[src/rtl/cpu_control.sv]
// ---------------------------------------------------------------------------
// cpu_control
//
// Multicycle control FSM for the 16-bit CPU. Steps one instruction at a time
// through fetch (address + data), execute, and optional memory (address +
// data) phases, driving every datapath control plus the memory strobes.
//
// Optional build macro: WAIT_STATE_EN
//   defined   - FETCH_D and MEM_D stretch while MemReady is low; write-type
//               controls (IrWe, PcWe, RegWe, data-phase MemWrite) only fire
//               in the cycle MemReady is high.
//   undefined - MemReady is ignored; every memory phase is one cycle.
//
// Ports:
//   Clock      in   system clock, rising edge
//   nReset     in   asynchronous active-low reset
//   Opcode     in   {IR[15:9], IR[2:0]}: class[9:8] fn[7:4] var[3] cond[2:0]
//   Flags      in   {Z,N,C,V}
//   MemReady   in   memory data-phase complete (wait-state builds only)
//   AluOp      out  ALU function
//   Op1Sel     out  ALU operand 1 select
//   PcSel      out  PC next-value select
//   Op2Sel..CFlag  out  single-bit datapath controls
//   MemRead    out  memory read strobe
//   MemWrite   out  memory write strobe
// ---------------------------------------------------------------------------

package opcodes;

  typedef enum logic [3:0] {
    ALU_ADD   = 4'h0,
    ALU_SUB   = 4'h1,
    ALU_ADC   = 4'h2,
    ALU_SBC   = 4'h3,
    ALU_AND   = 4'h4,
    ALU_OR    = 4'h5,
    ALU_XOR   = 4'h6,
    ALU_NOT   = 4'h7,
    ALU_LSL   = 4'h8,
    ALU_LSR   = 4'h9,
    ALU_ASR   = 4'hA,
    ALU_ROL   = 4'hB,
    ALU_ROR   = 4'hC,
    ALU_PASS1 = 4'hD,
    ALU_PASS2 = 4'hE,
    ALU_CMP   = 4'hF
  } alu_functions_t;

  typedef enum logic [1:0] {
    Op1Rd1 = 2'b00,
    Op1Pc  = 2'b01,
    Op1Sp  = 2'b10,
    Op1Lr  = 2'b11
  } Op1_select_t;

  typedef enum logic [1:0] {
    Pc1   = 2'b00,
    PcLr  = 2'b01,
    PcImm = 2'b10
  } pc_select_t;

endpackage

module cpu_control
  import opcodes::*;
(
  input  logic           Clock,
  input  logic           nReset,
  input  logic [9:0]     Opcode,
  input  logic [3:0]     Flags,
  input  logic           MemReady,
  output alu_functions_t AluOp,
  output Op1_select_t    Op1Sel,
  output pc_select_t     PcSel,
  output logic           Op2Sel,
  output logic           Rw,
  output logic           WdSel,
  output logic           AluEn,
  output logic           SpEn,
  output logic           SpWe,
  output logic           LrEn,
  output logic           LrWe,
  output logic           LrSel,
  output logic           PcWe,
  output logic           PcEn,
  output logic           IrWe,
  output logic           ImmSel,
  output logic           RegWe,
  output logic           MemEn,
  output logic           Rs1Sel,
  output logic           CFlag,
  output logic           MemRead,
  output logic           MemWrite
);

  typedef enum logic [2:0] {
    RST     = 3'd0,
    FETCH_A = 3'd1,
    FETCH_D = 3'd2,
    EXEC    = 3'd3,
    MEM_A   = 3'd4,
    MEM_D   = 3'd5,
    HALT    = 3'd6
  } state_t;

  localparam logic [1:0] CLS_ALU_REG = 2'b00;
  localparam logic [1:0] CLS_ALU_IMM = 2'b01;
  localparam logic [1:0] CLS_MEM     = 2'b10;
  localparam logic [1:0] CLS_BRANCH  = 2'b11;

  localparam logic [3:0] FN_ADC  = 4'b0010;
  localparam logic [3:0] FN_SBC  = 4'b0011;
  localparam logic [3:0] FN_CMP  = 4'b1111;
  localparam logic [3:0] FN_RET  = 4'b1111;
  localparam logic [3:0] FN_HALT = 4'b1110;

  state_t     state;
  state_t     next;
  logic [1:0] cls;
  logic [3:0] fn;
  logic       isvar;
  logic [2:0] cond;
  logic       flagz;
  logic       flagn;
  logic       flagc;
  logic       flagv;
  logic       taken;
  logic       ready;

  assign cls   = Opcode[9:8];
  assign fn    = Opcode[7:4];
  assign isvar = Opcode[3];
  assign cond  = Opcode[2:0];
  assign flagz = Flags[3];
  assign flagn = Flags[2];
  assign flagc = Flags[1];
  assign flagv = Flags[0];

  // Data-phase completion: with wait states the memory tells us when the
  // transfer is done, otherwise every data phase completes in one cycle.
`ifdef WAIT_STATE_EN
  assign ready = MemReady;
`else
  logic unusedMemReady;
  assign unusedMemReady = MemReady;
  assign ready = 1'b1;
`endif

  // State register; reset drops straight back to RST from any phase so an
  // instruction in flight is abandoned without completing its writes.
  always_ff @(posedge Clock or negedge nReset) begin
    if (!nReset) begin
      state <= RST;
    end else begin
      state <= next;
    end
  end

  // Branch condition decode against the current flags.
  always_comb begin
    taken = 1'b0;
    unique case (cond)
      3'b000:  taken = 1'b1;
      3'b001:  taken = flagz;
      3'b010:  taken = ~flagz;
      3'b011:  taken = flagc;
      3'b100:  taken = ~flagc;
      3'b101:  taken = flagn;
      3'b110:  taken = ~flagn;
      3'b111:  taken = flagv;
      default: taken = 1'b0;
    endcase
  end

  // Next-state and output decode. Everything starts from the idle defaults
  // so each state only lists the controls it actually raises. SpEn, SpWe,
  // Rw and LrEn have no active use in this instruction set and stay low.
  always_comb begin
    next     = state;
    AluOp    = ALU_ADD;
    Op1Sel   = Op1Rd1;
    PcSel    = Pc1;
    Op2Sel   = 1'b0;
    Rw       = 1'b0;
    WdSel    = 1'b0;
    AluEn    = 1'b0;
    SpEn     = 1'b0;
    SpWe     = 1'b0;
    LrEn     = 1'b0;
    LrWe     = 1'b0;
    LrSel    = 1'b0;
    PcWe     = 1'b0;
    PcEn     = 1'b0;
    IrWe     = 1'b0;
    ImmSel   = 1'b0;
    RegWe    = 1'b0;
    MemEn    = 1'b0;
    Rs1Sel   = 1'b0;
    CFlag    = 1'b0;
    MemRead  = 1'b0;
    MemWrite = 1'b0;

    unique case (state)
      RST: begin
        next = FETCH_A;
      end

      FETCH_A: begin
        PcEn    = 1'b1;
        MemRead = 1'b1;
        next    = FETCH_D;
      end

      // IR load and PC increment are both held back until the fetch data
      // is actually present, so a stalled fetch never skips an instruction.
      FETCH_D: begin
        MemEn = 1'b1;
        PcSel = Pc1;
        IrWe  = ready;
        PcWe  = ready;
        next  = ready ? EXEC : FETCH_D;
      end

      EXEC: begin
        next = FETCH_A;
        unique case (cls)
          CLS_ALU_REG, CLS_ALU_IMM: begin
            AluEn  = 1'b1;
            AluOp  = alu_functions_t'(fn);
            RegWe  = (fn != FN_CMP);
            Op2Sel = (cls == CLS_ALU_IMM);
            ImmSel = (cls == CLS_ALU_IMM);
            CFlag  = ((fn == FN_ADC) || (fn == FN_SBC)) ? flagc : 1'b0;
          end

          CLS_MEM: begin
            next = MEM_A;
          end

          CLS_BRANCH: begin
            // RET and HALT are dedicated encodings within the branch class
            // and take precedence over the condition field.
            if (fn == FN_RET) begin
              PcWe  = 1'b1;
              PcSel = PcLr;
            end else if (fn == FN_HALT) begin
              next = HALT;
            end else if (taken) begin
              PcWe   = 1'b1;
              PcSel  = PcImm;
              ImmSel = 1'b1;
              LrWe   = isvar;
              LrSel  = isvar;
            end
          end

          default: begin
            next = FETCH_A;
          end
        endcase
      end

      // Effective address = Rs1 + immediate; the read or write strobe is
      // raised early so the memory can start the access.
      MEM_A: begin
        AluEn    = 1'b1;
        AluOp    = ALU_ADD;
        ImmSel   = 1'b1;
        Op2Sel   = 1'b1;
        MemRead  = ~isvar;
        MemWrite = isvar;
        next     = MEM_D;
      end

      // Load writes memory data back to the register file; store routes
      // Rs1 through the ALU unchanged to supply the write data.
      MEM_D: begin
        next = ready ? FETCH_A : MEM_D;
        if (!isvar) begin
          MemEn = 1'b1;
          WdSel = 1'b1;
          RegWe = ready;
        end else begin
          Rs1Sel   = 1'b1;
          AluEn    = 1'b1;
          AluOp    = ALU_PASS1;
          MemWrite = ready;
        end
      end

      HALT: begin
        next = HALT;
      end

      default: begin
        next = RST;
      end
    endcase
  end

endmodule

[config.mk]
export PLATFORM = sky130hd
export DESIGN_NAME = cpu_control
export DESIGN_NICKNAME = d
export VERILOG_FILES = /design/src/rtl/cpu_control.sv
export SDC_FILE = /design/constraint.sdc
export NUM_CORES = 1
export LEC_CHECK = 0
export ABC_AREA = 1
export BUFFER_PORTS_ARGS = -buffer_cell sky130_fd_sc_hd__buf_2
export CELL_PAD_IN_SITES_DETAIL_PLACEMENT = 1
export CELL_PAD_IN_SITES_GLOBAL_PLACEMENT = 2
export CORE_ASPECT_RATIO = 1.4
export CORE_UTILIZATION = 17
export CTS_BUF_LIST = sky130_fd_sc_hd__clkbuf_16
export DETAILED_ROUTE_END_ITERATION = 8
export PLACE_DENSITY_LB_ADDON = 0.1
export SLEW_MARGIN = 20
export SYNTH_ARGS = -nofsm -noshare
export SYNTH_HDL_FRONTEND = slang
export SYNTH_SLANG_ARGS = --single-unit
[constraint.sdc]
create_clock -name Clock -period 1.6 [get_ports Clock]
set_input_delay 0.08 -clock Clock [delete_from_list [all_inputs] [get_ports Clock]]
set_output_delay 0.08 -clock Clock [all_outputs]
set_load 0.02 [all_outputs]
# Yosys cells after proc, flatten, opt, wreduce, memory -nomap -nowiden
# Cells that the tools add are included.
[classes]
muxes = 44
n_reduce_logical = 6
n_eq_ne = 21
bitwise = 4
[ops]
columns = ["op", "n"]
rows = [
  ["2-to-1 mux 1 bit", 22],
  ["== test 3 bit (second input constant)", 7],
  ["case mux 3 bit (6 select lines)", 1],
  ["case mux 1 bit (2 select lines)", 8],
  ["== test 3 x 2 -> 1 bit (second input constant)", 4],
  ["2-to-1 mux 2 bit", 5],
  ["== test 4 x 2 -> 1 bit (second input constant)", 2],
  ["== test 4 bit (second input constant)", 2],
  ["2-to-1 mux 4 bit", 2],
  ["case mux 1 bit (8 select lines)", 1],
  ["case mux 4 bit (2 select lines)", 1],
  ["== test 3 x 1 -> 1 bit (second input constant)", 2],
  ["zero test 3 bit", 2],
  ["2-to-1 mux 3 bit", 2],
  ["case mux 3 bit (2 select lines)", 1],
  ["== test 2 bit (second input constant)", 2],
  ["inequality test 4 bit (second input constant)", 1],
  ["inverter 1 bit", 4],
  ["OR reduction 2 bit", 2],
  ["case mux 1 bit (3 select lines)", 1],
  ["== test 2 x 1 -> 1 bit (second input constant)", 1],
  ["zero test 2 bit", 1],
  ["logical OR 1 bit", 1],
]
[totals]
word_cells = 76
register_bits = 3
input_bits = 17
output_inout_bits = 27

# Longest topological paths before layout
# Gate-level depths: netlist of run 1.
[logic_depth]
depth_word = 7
depth_mapped = 9
ltp_nobuf = 9

# Worst setup path after synthesis of run 1
# OpenSTA, ideal clock, no wires.
[synth_path]
kind = "flip-flop to output port"
startpoint = "reg state[2]"
endpoint = "out LrWe"
arrival_ns = 1.524
n_path_buf = 1
setup_slack_ns = -0.004
path_stages_with_launch = 7
t_required_ns = 1.520
cell_sequence = "dfrtp_1 -> inv_2 -> nand2_2 -> nor2_4 -> inv_1 -> nor3_1 -> buf_4"
[synth_between]
elab_chain_len = 2
[synth_lines]
columns = ["element", "line", "text"]
rows = [
  ["start, declared", "117", "state_t state;"],
  ["start signal, assigned", "155", "state <= next;"],
  ["== test 3 x 2 -> 1 bit", "n/a", ""],
  ["2-to-1 mux 1 bit", "n/a", ""],
  ["end, declared", "82", "output logic LrWe,"],
]
# Every way passes these cells.

# Worst setup path in the final report of run 1
[layout_path]
startpoint = "reg state[2]"
endpoint = "out PcWe"
[layout_between]
elab_chain_len = 2
elab_cells_between_ends = 3
cone_classes = "2 x eq/ne; 1 x mux"
[layout_lines]
columns = ["element", "line", "text"]
rows = [
  ["== test 3 x 2 -> 1 bit", "203", "unique case (state)"],
  ["case mux 1 bit (2 select lines) *", "203", ""],
  ["end, declared", "84", "output logic PcWe,"],
]
# Mark *: on every way between the ends. The rest lies on a longest branch, timed or not.

==> results of run 1 <==
[layout make-up]
cell class	count	area [um^2]	share of cell area
Multi-Input combinational cell	65	332	0.395
Tap cell	37	46.3	0.0551
Clock buffer	3	75.1	0.0894
Clock inverter	1	3.75	0.00447
Timing Repair Buffer	40	224	0.267
Inverter	22	82.6	0.0984
Sequential cell	3	76.3	0.0909
[stage by stage]
| stage | hold WS, ns | util | setup WS [ns] | area (um^2) |
|---|---|---|---|---|
| 2_1_floorplan | -0.216 | - | 0.197 | 532 |
| 3_3_place_gp | -0.127 | 0.248 | 0.270 | 706 |
| 3_5_place_dp | -0.120 | 0.248 | 0.223 | 706 |
| 4_1_cts | 0.187 | 0.280 | 0.0140 | 797 |
| 5_1_grt | 0.203 | 0.295 | -0.0425 | 840 |
| 6_report | 0.191 | 0.295 | 0.0525 | 840 |
[critical path, stage by stage, from the launching register on]
cell and delay (ns):
dfrtp_2 0.42, inv_2 0.08, nand2_4 0.06, nor2_4 0.16, nand3_2 0.11, nand3b_1 0.17
nand3b_1 0.11, buf_6 0.12
[path summary, 6_finish.rpt]
path                           start  cells after the start  slack [ns]  endpoint
setup / recovery            state[2]                      7        0.05      PcWe
max in group asynchronous     nReset                      2        1.29  state[2]
hold / removal                nReset                      2        0.19  state[2]
min in group Clock         Opcode[8]                      3        0.20  state[1]
setup reg to reg            state[2]                      5        0.46  state[2]
hold reg to reg             state[2]                      1        0.52  state[0]
[power breakdown]
| part | internal (mW) | switching [mW] | leakage [nW] | total (mW) |
|---|---|---|---|---|
| sequential | 0.113 | 0.0389 | 0.0353 | 0.152 |
| clock | 0.323 | 0.0757 | 0.0423 | 0.398 |
| combinational | 0.272 | 0.503 | 0.430 | 0.775 |
| total | 0.708 | 0.618 | 0.507 | 1.33 |
[repair_timing]
action                     CTS  global route
hold buffers                 1             0
buffers inserted             0             3
setup endpoints to repair    1             9
hold endpoints to repair     3             0
resized for setup            1             9
pin swaps                    0             4
[logic make-up after synthesis]
| logic type | after synthesis | share of synthesized area |
|---|---|---|
| buf+inv | 29 | 0.266 |
| compound gates | 9 | 0.101 |
| simple gates | 50 | 0.478 |
| flops | 3 | 0.148 |
| other cells | 1 | 0.00738 |
[routing by layer]
layer,vias to the layer above,global-route usage
li1,356,-
met1,305,0.130
met2,21,0.220
met3,3,0.0136
met4,0,0.0833
met5,-,0
[cell usage in the layout, fill, tap and decap left out, types with 2 or more instances in the layout]
master and instances:
nand2_1 19, nor2_1 10, o21ai_1 3, nor3_2 2
buf_4 5, nand3b_1 2, inv_1 20, buf_2 33
nor2_2 3, clkbuf_16 3, nand3_2 2, dfrtp_1 2
o21ai_0 3, nand3_1 7, conb_1 6, inv_2 3
[cells in the mapped netlist]
| master | instances | area (um^2) |
|---|---|---|
| a211oi_1 | 1 | 7.51 |
| buf_4 | 7 | 52.6 |
| conb_1 | 1 | 3.75 |
| dfrtp_1 | 3 | 75.1 |
| inv_1 | 19 | 71.3 |
| inv_2 | 3 | 11.3 |
| nand2_1 | 20 | 75.1 |
| nand2_2 | 1 | 6.26 |
| nand3_1 | 7 | 35.0 |
| nand3_2 | 2 | 20.0 |
| nand3b_1 | 2 | 15.0 |
| nand4_1 | 1 | 6.26 |
| nor2_1 | 11 | 41.3 |
| nor2_2 | 2 | 12.5 |
| nor2_4 | 1 | 11.3 |
| nor3_1 | 2 | 10.0 |
| nor3_2 | 1 | 10.0 |
| o211ai_1 | 1 | 7.51 |
| o21ai_0 | 5 | 25.0 |
| o21ai_1 | 1 | 5.00 |
| o22ai_1 | 1 | 6.26 |
==> results.md, run 1 <==
* Initial antenna violation count at 0
* Share of layout cells above drive strength 1 at 0.418
* Min-delay worst type: in2async
* #FFs+latches synth at 3
* Fmax at 0.646 GHz
* CTS tree: done
* Netlist Area Pre-Place at 508 um^2
* DRT Pass-1 Iters at 4
* Nets at 152
* Number of cell rows at 23
* Run status: complete, no violations
* Max Root-Sink Buffers at 2
* Final Routed Wirelength at 1750 um
* Final setup viols at 0
* First-pass GRT wire length at 2840 um
* Cell Count, Final, Fillers Out at 171
* Max_cap viols at 0
* Iter 0 DRT Violations at 14
* # clock sinks at 3
* Max-slew violations at 0
* Highest routed layer: met4
* Setup TNS at 0 ns
* Crit Path Category: reg2out
* Max reg flops at 3
* Gp weighted congestion at 0.691
* Worst vdd ir at 0.517 mV
* Largest Register: state
* Met2 routed WL at 1020 um
* Wire length on met1 at 601 um
* Area Growth Syn to Fin at 65.3%
* Die Y at 66.7 um
* Vias in the first global route at 695
* Min Clock Period, post-route at 1.55 ns
* Pwr/cell area at 1580 nW/um^2
* GRT Util Overall at 0.126
* Register area share after synthesis at 0.148
* Pwr Total at 1.33 mW
* Synth warn at 0
* Clock transition at the registers of the reported paths at 0.03 ns
* Required @ worst endpoint at 1.52 ns
* Die width at 48.2 um
* Yosys cell types at 21
* Mapped Avg Cell Area at 5.52 um^2
* Vias/cell at 4.01
* Top Registers: state (3)
* Post-DRT Antenna Nets at 0
* Remaining Overflow, GRT at 0
* RSZ-0062 raised after global routing: true
* Final period util at 0.967
* # diodes at 0
* Clk_lat worst skew at 0.23 ns
* Pin count of the biggest net entering global routing at 8
* IO buf count at 36
* Clk root buf: clkbuf_16
* Met3 WL post-DR at 84 um
* Cell total after placement at 163
* Synthesized instance count at 92
* Setup crit end kind: output port
* Critical path arrival at 1.47 ns
* Setup crit start kind: flip-flop
* Hold Vio Cnt, Final at 0
* Dpl hpwl at 1530 um
* Num CTS Buffers at 3
* DRC Markers at 0
* Initial Util at 0.178
* # fillers at 382
* Vias post-DR at 685
* Io pins at 44
* WL/cell at 10.2 um
* H-tree depth at 1
* Core area at 2850 um^2
* Area of the die at 3210 um^2
* Pleak at 0.507 nW
* Worst Skew at 0.000341 ns
* Crit-path max FO at 4
No activity file was read; power rests on OpenSTA's default activity.
==> inputs of run 2 (changes only) <==
--- a/config.mk
+++ b/config.mk
@@ -10,11 +10,12 @@
 export CELL_PAD_IN_SITES_DETAIL_PLACEMENT = 1
 export CELL_PAD_IN_SITES_GLOBAL_PLACEMENT = 2
 export CORE_ASPECT_RATIO = 1.4
+export CORE_MARGIN = 10
 export CORE_UTILIZATION = 17
 export CTS_BUF_LIST = sky130_fd_sc_hd__clkbuf_16
 export DETAILED_ROUTE_END_ITERATION = 8
-export PLACE_DENSITY_LB_ADDON = 0.1
-export SLEW_MARGIN = 20
+export PLACE_DENSITY = 0.88
+export SLEW_MARGIN = 10
 export SYNTH_ARGS = -nofsm -noshare
 export SYNTH_HDL_FRONTEND = slang
 export SYNTH_SLANG_ARGS = --single-unit
==> run 2 against run 1 <==
Core utilization decreased by 0.64 points. Cell count is 1.2% lower. Sequential share of layout area rose by 0.11 points. Sequential power rose by 5%. Fmax is 0.44% lower. Critical path type unchanged. Largest cell class unchanged. Highest routed layer unchanged.
==> results.md, run 2 (same netlist as run 1, synthesis figures left out) <==
* WL/cell at 13.3 um
* IO buf count at 36
* Cell total after placement at 163
* Max reg flops at 3
* Power Internal at 687 uW
* Vias/cell at 4.20
* Num CTS Buffers at 3
* Dpl hpwl at 1930 um
* Clock transition at the registers of the reported paths at 0.03 ns
* Die width at 66.2 um
* Seq pwr share at 0.121
* Worst slack, placed at 0.219 ns
* Pwr Total at 1.32 mW
* # diodes at 0
* Max-slew violations at 0
* Cell Count, Final, Fillers Out at 169
* GRT Util Overall at 0.0785
* Clock power frac at 0.314
* Placed cell areas at 706 um^2
* DRT Pass-1 Iters at 4
* Setup crit end kind: output port
* Min Clock Period, post-route at 1.55 ns
* Max_cap viols at 0
* R2R Path End: state[1]
* Io pins at 44
* Most frequent cells in the layout: 30 x buf_2, 20 x inv_1, 19 x nand2_1, 11 x nor2_1, 7 x nand3_1
* # fillers at 396
* Area of the die at 5610 um^2
* Sw Ratio at 0.479
* Crit Path Category: reg2out
* DRC Markers at 0
* RR Startpoint: state[2]
* Setup crit start kind: flip-flop
* Clk root buf: clkbuf_16
* Initial antenna violation count at 0
* Iter 0 DRT Violations at 22
* Run status: complete, no violations
* Worst Skew at 0.000159 ns
* Final period util at 0.971
* Commonest non-fill, non-tap cell in the layout: buf_2
* Final setup viols at 0
* Core area at 2880 um^2
* Hold depth at 3
* R2r setup slk at 0.53 ns
* Pwr/cell area at 1590 nW/um^2
* Die Y at 84.7 um
* # clock sinks at 3
* H-tree depth at 1
* Comb power frac at 0.565
* Min-delay worst type: in2reg
* Vias in the first global route at 769
* Critical path arrival at 1.47 ns
* First-pass GRT wire length at 3470 um
* Clk_lat worst skew at 0.23 ns
* Top Registers: state (3)
* Psw at 633 uW
* Vias post-DR at 709
* Worst hold start: Opcode[9]
* RSZ-0062 raised after global routing: true
* Final Cell Area at 830 um^2
* Number of cell rows at 23
* Gp weighted congestion at 0.689
* Required @ worst endpoint at 1.52 ns
* Fmax at 0.643 GHz
* Area Growth Syn to Fin at 63.3%
* Pin count of the biggest net entering global routing at 8
* Worst vdd ir at 0.594 mV
* Max Root-Sink Buffers at 2
* Initial Util at 0.177
* Pleak at 0.497 nW
* Worst setup margin at 0.0457 ns
* Hold Vio Cnt, Final at 0
* CTS tree: done
* Post-DRT Antenna Nets at 0
* Hold Path End: state[2]
* Nets at 150
* Remaining Overflow, GRT at 0
* Share of layout cells above drive strength 1 at 0.402
* Reg2reg path depth at 5
* Final Routed Wirelength at 2250 um
* Crit-path max FO at 4
* Largest Register: state
## run 2: cell types whose count changed in the layout (fill, tap and decap cells not counted), sizes merged
cell  delta
buf      -2
## run 2: power by group through the flow
stage          Clock, mW  Combinational [mW]  Sequential, mW
2_1_floorplan          0               0.482           0.143
3_3_place_gp           0               0.685           0.153
3_5_place_dp           0               0.696           0.155
4_1_cts            0.421               0.705           0.158
5_1_grt            0.431               0.815           0.164
6_report           0.415               0.746           0.160
## run 2: cell type report
type	count	area, um^2	share of cell area
Clock buffer	3	75.1	0.0905
Clock inverter	1	3.75	0.00452
Inverter	22	82.6	0.0995
Multi-Input combinational cell	65	329	0.397
Sequential cell	3	76.3	0.0920
Tap cell	37	46.3	0.0558
Timing Repair Buffer	38	216	0.261
## run 2: worst max-delay path by stage
stage                to  cells past startpoint      from
2_1_floorplan     RegWe                      7  state[1]
3_3_place_gp   AluOp[0]                      6  state[2]
3_5_place_dp   AluOp[2]                      6  state[2]
4_1_cts            PcWe                      7  state[2]
5_1_grt            PcWe                      7  state[2]
6_report           PcWe                      7  state[2]
## run 2: timing repair
action / CTS / global route
setup buffers: 0 / 1
hold endpoints to repair: 3 / 0
hold buffers: 1 / 0
pin swaps: 0 / 4
resized for setup: 2 / 10
setup endpoints to repair: 4 / 7
## run 2: critical path, cell delays in order (launching register included)
cell and delay, ns:
dfrtp_2 0.42, inv_2 0.09, nand2_4 0.06, nor2_4 0.16, nand3_2 0.11, nand3b_1 0.17
nand3b_1 0.11, buf_6 0.12
## run 2: stage by stage
| step | utilization | hold WS (ns) | setup TNS (ns) |
|---|---|---|---|
| finish | 0.288 | 0.181 | 0 |
| global route | 0.288 | 0.194 | -0.0688 |
| CTS | 0.277 | 0.177 | 0 |
| detailed placement | 0.245 | -0.118 | 0 |
| global placement | 0.245 | -0.124 | 0 |
| floorplan | - | -0.216 | 0 |
## run 2: per-layer routing
layer	up-vias	global-route usage	share of wire
met1	325	0.0696	0.36
met3	3	0.0439	0.12
li1	349	-	-
met5	-	0	0
met2	32	0.134	0.50
met4	0	0.0459	0.022
